[config.mk]
export PLATFORM = sky130hd
export DESIGN_NAME = layer_seq
export DESIGN_NICKNAME = d
export VERILOG_FILES = /design/src/rtl/layer_seq.sv
export SDC_FILE = /design/constraint.sdc
export NUM_CORES = 1
export LEC_CHECK = 0
export BUFFER_PORTS_ARGS = -buffer_cell sky130_fd_sc_hd__buf_4
export CELL_PAD_IN_SITES_DETAIL_PLACEMENT = 0
export CELL_PAD_IN_SITES_GLOBAL_PLACEMENT = 1
export CORE_AREA = 2 2 74 76
export DETAILED_ROUTE_END_ITERATION = 7
export DIE_AREA = 0 0 76 78
export MAX_ROUTING_LAYER = met4
export PLACE_DENSITY = 0.81
export SLEW_MARGIN = 20
export SYNTH_ARGS = -nofsm -noshare
export SYNTH_HDL_FRONTEND = slang
export SYNTH_SLANG_ARGS = --single-unit
[constraint.sdc]
create_clock -name clk -period 2.8 [get_ports clk]
set_clock_uncertainty 0.05 [all_clocks]
set_input_delay 0 -clock clk [delete_from_list [all_inputs] [get_ports clk]]
set_output_delay 0 -clock clk [all_outputs]
set_load 0.01 [all_outputs]
[src/rtl/layer_seq.sv]
// layer_seq: address/strobe sequencer for one fully connected layer.
// Walks every (neuron, input) pair in neuron-major order, issuing memory
// reads one per cycle, and tags each read so the accumulator strobes and
// the output-buffer write line up with the MAC pipeline latency.
module layer_seq #(
    parameter int N_IN    = 784,
    parameter int N_OUT   = 10,
    parameter int MAC_LAT = 2,
    parameter int IA_W    = 10,
    parameter int WA_W    = 13,
    parameter int NA_W    = 4
) (
    input  logic            clk,
    input  logic            reset,
    input  logic            start,
    output logic            busy,
    output logic            done,
    output logic [IA_W-1:0] in_addr,
    output logic [WA_W-1:0] w_addr,
    output logic [NA_W-1:0] b_addr,
    output logic            issue,
    output logic            acc_sel,
    output logic            acc_en,
    output logic            out_we,
    output logic [NA_W-1:0] out_addr
);

    localparam logic [IA_W-1:0] I_LAST = IA_W'(N_IN - 1);
    localparam logic [NA_W-1:0] N_LAST = NA_W'(N_OUT - 1);

    typedef enum logic [1:0] {IDLE, RUN, DRAIN, DONE} state_t;

    state_t          state_q, state_d;
    logic [IA_W-1:0] i_q, i_d;
    logic [NA_W-1:0] n_q, n_d;
    logic [WA_W-1:0] w_q, w_d;
    logic            issue_q, issue_d;
    logic            busy_q, busy_d;
    logic            done_q, done_d;

    // Tag pipeline: valid, accumulator bias-select, capture, neuron index.
    logic [MAC_LAT-1:0] pv_q;
    logic [MAC_LAT-1:0] ps_q;
    logic [MAC_LAT-1:0] pe_q;
    logic [NA_W-1:0]    pn_q [MAC_LAT];

    logic            out_we_q;
    logic [NA_W-1:0] out_addr_q;

    logic            tag_v, tag_s, tag_e;
    logic            pipe_empty;

    assign tag_v      = issue_q;
    assign tag_s      = issue_q && (i_q == '0);
    assign tag_e      = issue_q && (i_q == I_LAST);
    assign pipe_empty = ~|pv_q;

    // State, counters and issue-side registered outputs.
    always_ff @(posedge clk or negedge reset) begin
        if (!reset) begin
            state_q <= IDLE;
            i_q     <= '0;
            n_q     <= '0;
            w_q     <= '0;
            issue_q <= 1'b0;
            busy_q  <= 1'b0;
            done_q  <= 1'b0;
        end else begin
            state_q <= state_d;
            i_q     <= i_d;
            n_q     <= n_d;
            w_q     <= w_d;
            issue_q <= issue_d;
            busy_q  <= busy_d;
            done_q  <= done_d;
        end
    end

    // Next state; the weight address is a running counter, not n*N_IN+i.
    always_comb begin
        state_d = state_q;
        i_d     = i_q;
        n_d     = n_q;
        w_d     = w_q;
        issue_d = 1'b0;
        busy_d  = busy_q;
        done_d  = 1'b0;
        case (state_q)
            IDLE: begin
                if (start) begin
                    state_d = RUN;
                    i_d     = '0;
                    n_d     = '0;
                    w_d     = '0;
                    issue_d = 1'b1;
                    busy_d  = 1'b1;
                end
            end
            RUN: begin
                issue_d = 1'b1;
                if (i_q == I_LAST) begin
                    if (n_q == N_LAST) begin
                        // Last element is on the bus now; stop issuing.
                        state_d = DRAIN;
                        issue_d = 1'b0;
                        i_d     = '0;
                        n_d     = '0;
                        w_d     = '0;
                    end else begin
                        i_d = '0;
                        n_d = n_q + 1'b1;
                        w_d = w_q + 1'b1;
                    end
                end else begin
                    i_d = i_q + 1'b1;
                    w_d = w_q + 1'b1;
                end
            end
            DRAIN: begin
                // The final write is the only one seen with an empty pipe.
                if (pipe_empty && out_we_q) begin
                    state_d = DONE;
                    busy_d  = 1'b0;
                    done_d  = 1'b1;
                end
            end
            DONE: begin
                state_d = IDLE;
            end
            default: begin
                state_d = IDLE;
                busy_d  = 1'b0;
            end
        endcase
    end

    generate
        for (genvar gi = 0; gi < MAC_LAT; gi++) begin : g_tag
            if (gi == 0) begin : g_head
                // First stage captures the tag of the element issued this cycle.
                always_ff @(posedge clk or negedge reset) begin
                    if (!reset) begin
                        pv_q[gi] <= 1'b0;
                        ps_q[gi] <= 1'b0;
                        pe_q[gi] <= 1'b0;
                        pn_q[gi] <= '0;
                    end else begin
                        pv_q[gi] <= tag_v;
                        ps_q[gi] <= tag_s;
                        pe_q[gi] <= tag_e;
                        pn_q[gi] <= tag_v ? n_q : '0;
                    end
                end
            end else begin : g_body
                // Later stages shift the tag along with the MAC pipeline.
                always_ff @(posedge clk or negedge reset) begin
                    if (!reset) begin
                        pv_q[gi] <= 1'b0;
                        ps_q[gi] <= 1'b0;
                        pe_q[gi] <= 1'b0;
                        pn_q[gi] <= '0;
                    end else begin
                        pv_q[gi] <= pv_q[gi-1];
                        ps_q[gi] <= ps_q[gi-1];
                        pe_q[gi] <= pe_q[gi-1];
                        pn_q[gi] <= pn_q[gi-1];
                    end
                end
            end
        end
    endgenerate

    // Write follows capture by one cycle, when the accumulator result is valid.
    always_ff @(posedge clk or negedge reset) begin
        if (!reset) begin
            out_we_q   <= 1'b0;
            out_addr_q <= '0;
        end else begin
            out_we_q   <= pe_q[MAC_LAT-1];
            out_addr_q <= pe_q[MAC_LAT-1] ? pn_q[MAC_LAT-1] : '0;
        end
    end

    assign busy     = busy_q;
    assign done     = done_q;
    assign issue    = issue_q;
    assign in_addr  = i_q;
    assign w_addr   = w_q;
    assign b_addr   = n_q;
    assign acc_sel  = ps_q[MAC_LAT-1];
    assign acc_en   = pe_q[MAC_LAT-1];
    assign out_we   = out_we_q;
    assign out_addr = out_addr_q;

endmodule

==> results.toml <==
[worst_setup_path]
r2r-start = "state_q[1]"
path_class = "flop to flop"
setup.worst_path.start = "state_q[1]"
cpMaxStageDelayCell = "or4_1"
crit_path_start_kind = "flop"
slowest_delay_ns = 0.53
critPathArrivalTime_ns = 2.37
rr_endpoint = "w_addr[12]"
worst-r2r-cell-count = 6
cp.required_ns = 2.98
end_kind = "flop"
crit_fanout = 11
crit_chain = "inv_1 -> ha_1 -> mux2_2 -> nand2b_1 -> or4_1 -> a21oi_1"
ff2ff_setup_slack_ns = 0.61

[cts]
cts_resized = 0
clk_latency_ns = 0.31
clk_pin_slew_ns = 0.10
clk_path_buf_depth = 2
cts_buffers = 5
cts_tree = "yes"
clock_sinks = 51
root_buffer = "clkbuf_8"
h-tree-depth = 2

[floorplanning]
fp.dieW_um = 76
dieArea_sq_mm = 0.005928
die_h_um = 78
initial_core_util_pct = 46.05
coreArea_sq_mm = 0.005042
rows = 26
io_pins = 40

[final_layout]
area_delta_synth_final_pct = 20.42
diodes = 0
drive_above_1_share_pct = 22.44
nNetsFinal = 264

[synth]
netlist.area_leader.share_pct = 54.96
synth.top_cells.by_count = "51 x dfrtp_1, 22 x nor2_1, 13 x nand2_1"
synth.distinct_cells = 44
syn-cell-area_sq_mm = 0.002322
async_flop_share_pct = 100.0
synth_edf_count = 0
synth.most_common_cell = "dfrtp_1"
syn-instance-count = 209
yosysSeqAreaShare_pct = 54.96
ys.flop_type = "dfrtp_1"
synth_area_leaders = "dfrtp_1 55%, ha_1 4.3%, nor2_1 3.6%"
avgSynthCellArea_sq_um = 11.11
yosysWarnings = 0
ys_ff_latch = 51
synth_top_cell_by_area = "dfrtp_1"
syn-num-nets = 220

[global_routing]
antenna_found_initial = 0
grt_max_degree = 52
grt_first_pass_wirelength_um = 7852
grt_pass1_vias = 1661
gr-total-overflow = 0
globalRouteTotalUtil_pct = 16.98

[detailed_routing]
drt_iter0_drc = 89
routed_wl_um = 4464
vias = 1708
detail-route-antenna-nets = 0
vias_per_cell = 5.272
drc = 0
drt-pass1-iter-count = 4
avgRoutedWirePerCell_um = 13.78

[sta]
rsz0062_at_grt = "no"
slew_viol_final = 0
final.period_utilization_pct = 78.20
setup_viol_count_final = 0
slew_headroom_pct = 55.44
tightest_slew_ns = 0.6654
hold_viol = 0
setup_slack_ns = 0.6104
max_freq_mhz = 456.7
finalSetupTns_ns = 0
fin_crit_ns = 2.190

[job]
max-cap-violations = 0

[placed_design]
gp_congestion = 0.8065
numPortBuffers = 39
dp_slack_ns = 0.6429
dp_hpwl_um = 3142

[hold_path]
hp-class = "input port to asynchronous set/reset pin"

[power]
p_per_area_mw_per_mm2 = 790.6
ir_drop_v = 0.0003536
p_leak_nw = 1.339

[run_status]
outcome = "completed"
-- area by class of cell --
class	instances	area, sq um
Tap cell	70	87.58
Clock buffer	5	68.82
Fill cell	459	2246
Clock inverter	3	25.02
Timing Repair Buffer	43	327.8
Sequential cell	51	1276
Multi-Input combinational cell	141	969.7
Inverter	11	41.29
-- per-layer routing --
metal  global-route usage [%]  vias up  routed length [um]
met1                    22.80      836                2141
met2                    25.89       36                2119
li1                         -      831                   -
met5                        -        -                   0
met4                    6.545        0                  53
met3                    3.140        5                 150
-- critical path: cells and delay by family, from the launching register on --
family / cells / cell delay [ns]
DFF: 1 / 0.40
and+or+nand+nor: 2 / 0.70
muxes: 1 / 0.38
adders and majority gates: 1 / 0.35
AOI/OAI and AO/OA: 1 / 0.15
buffers and inverters: 1 / 0.09
-- power by group --
group          total (W)  internal (W)  switching, W
clock           0.000436      0.000182      0.000253
sequential      0.000999      0.000863      0.000137
combinational   0.000776      0.000326      0.000450
-- metrics by stage --
| stage | cells | cell area (sq um) | utilization (%) | hold WS [ns] | power, W |
|---|---|---|---|---|---|
| global placement | 314 | 2683 | 53.20 | 0.01364 | 0.001789 |
| global route | 324 | 2796 | 55.46 | 0.2381 | 0.002398 |
| floorplan | 209 | 2322 | - | -0.3456 | 0.001509 |
| finish | 324 | 2796 | 55.46 | 0.1957 | 0.002211 |
| detailed placement | 314 | 2683 | 53.20 | 0.01817 | 0.001802 |
| CTS | 324 | 2796 | 55.46 | 0.2214 | 0.002245 |
-- worst max path at each step --
stage               slack, ns          to
floorplan                0.87   b_addr[0]
global placement         0.67   w_addr[8]
detailed placement       0.64   w_addr[8]
CTS                      0.62   w_addr[8]
global route             0.43   w_addr[7]
finish                   0.61  w_addr[12]
-- kinds of logic after synthesis --
kind of cell	Yosys count	share of synthesized area, %
flip-flops	51	54.96
adder cells (fa/ha/maj)	8	4.311
AND/OR/NAND/NOR	84	20.21
multiplexers	5	2.317
AO/OA/AOI/OAI	29	9.267
XOR/XNOR	15	5.657
buffers and inverters	17	3.286
-- flip-flops by register name, summed over array words and instances (netlist names), 2 cells and up --
signal,count
pv_q,2
pn_q,8
out_addr,4
in_addr,10
w_addr,13
b_addr,4
state_q,2
-- layout by cell type, fill, tap and decap left out, types with 5 or more instances in the layout --
cell       n
nand4_1    8
xnor2_1    6
ha_1       8
buf_4     41
xor2_1     9
inv_1     11
o21ai_0    6
clkbuf_8   5
nand3_1    7
dfrtp_1   51
and2_1     7
nand2_1   13
nor2_1    22
-- timing repair --
item	4_1_cts	5_1_grt
endpoints found under the hold margin	55	0
buffers inserted	0	0
hold buffers	2	0
Power figures use the tool's default switching activity.
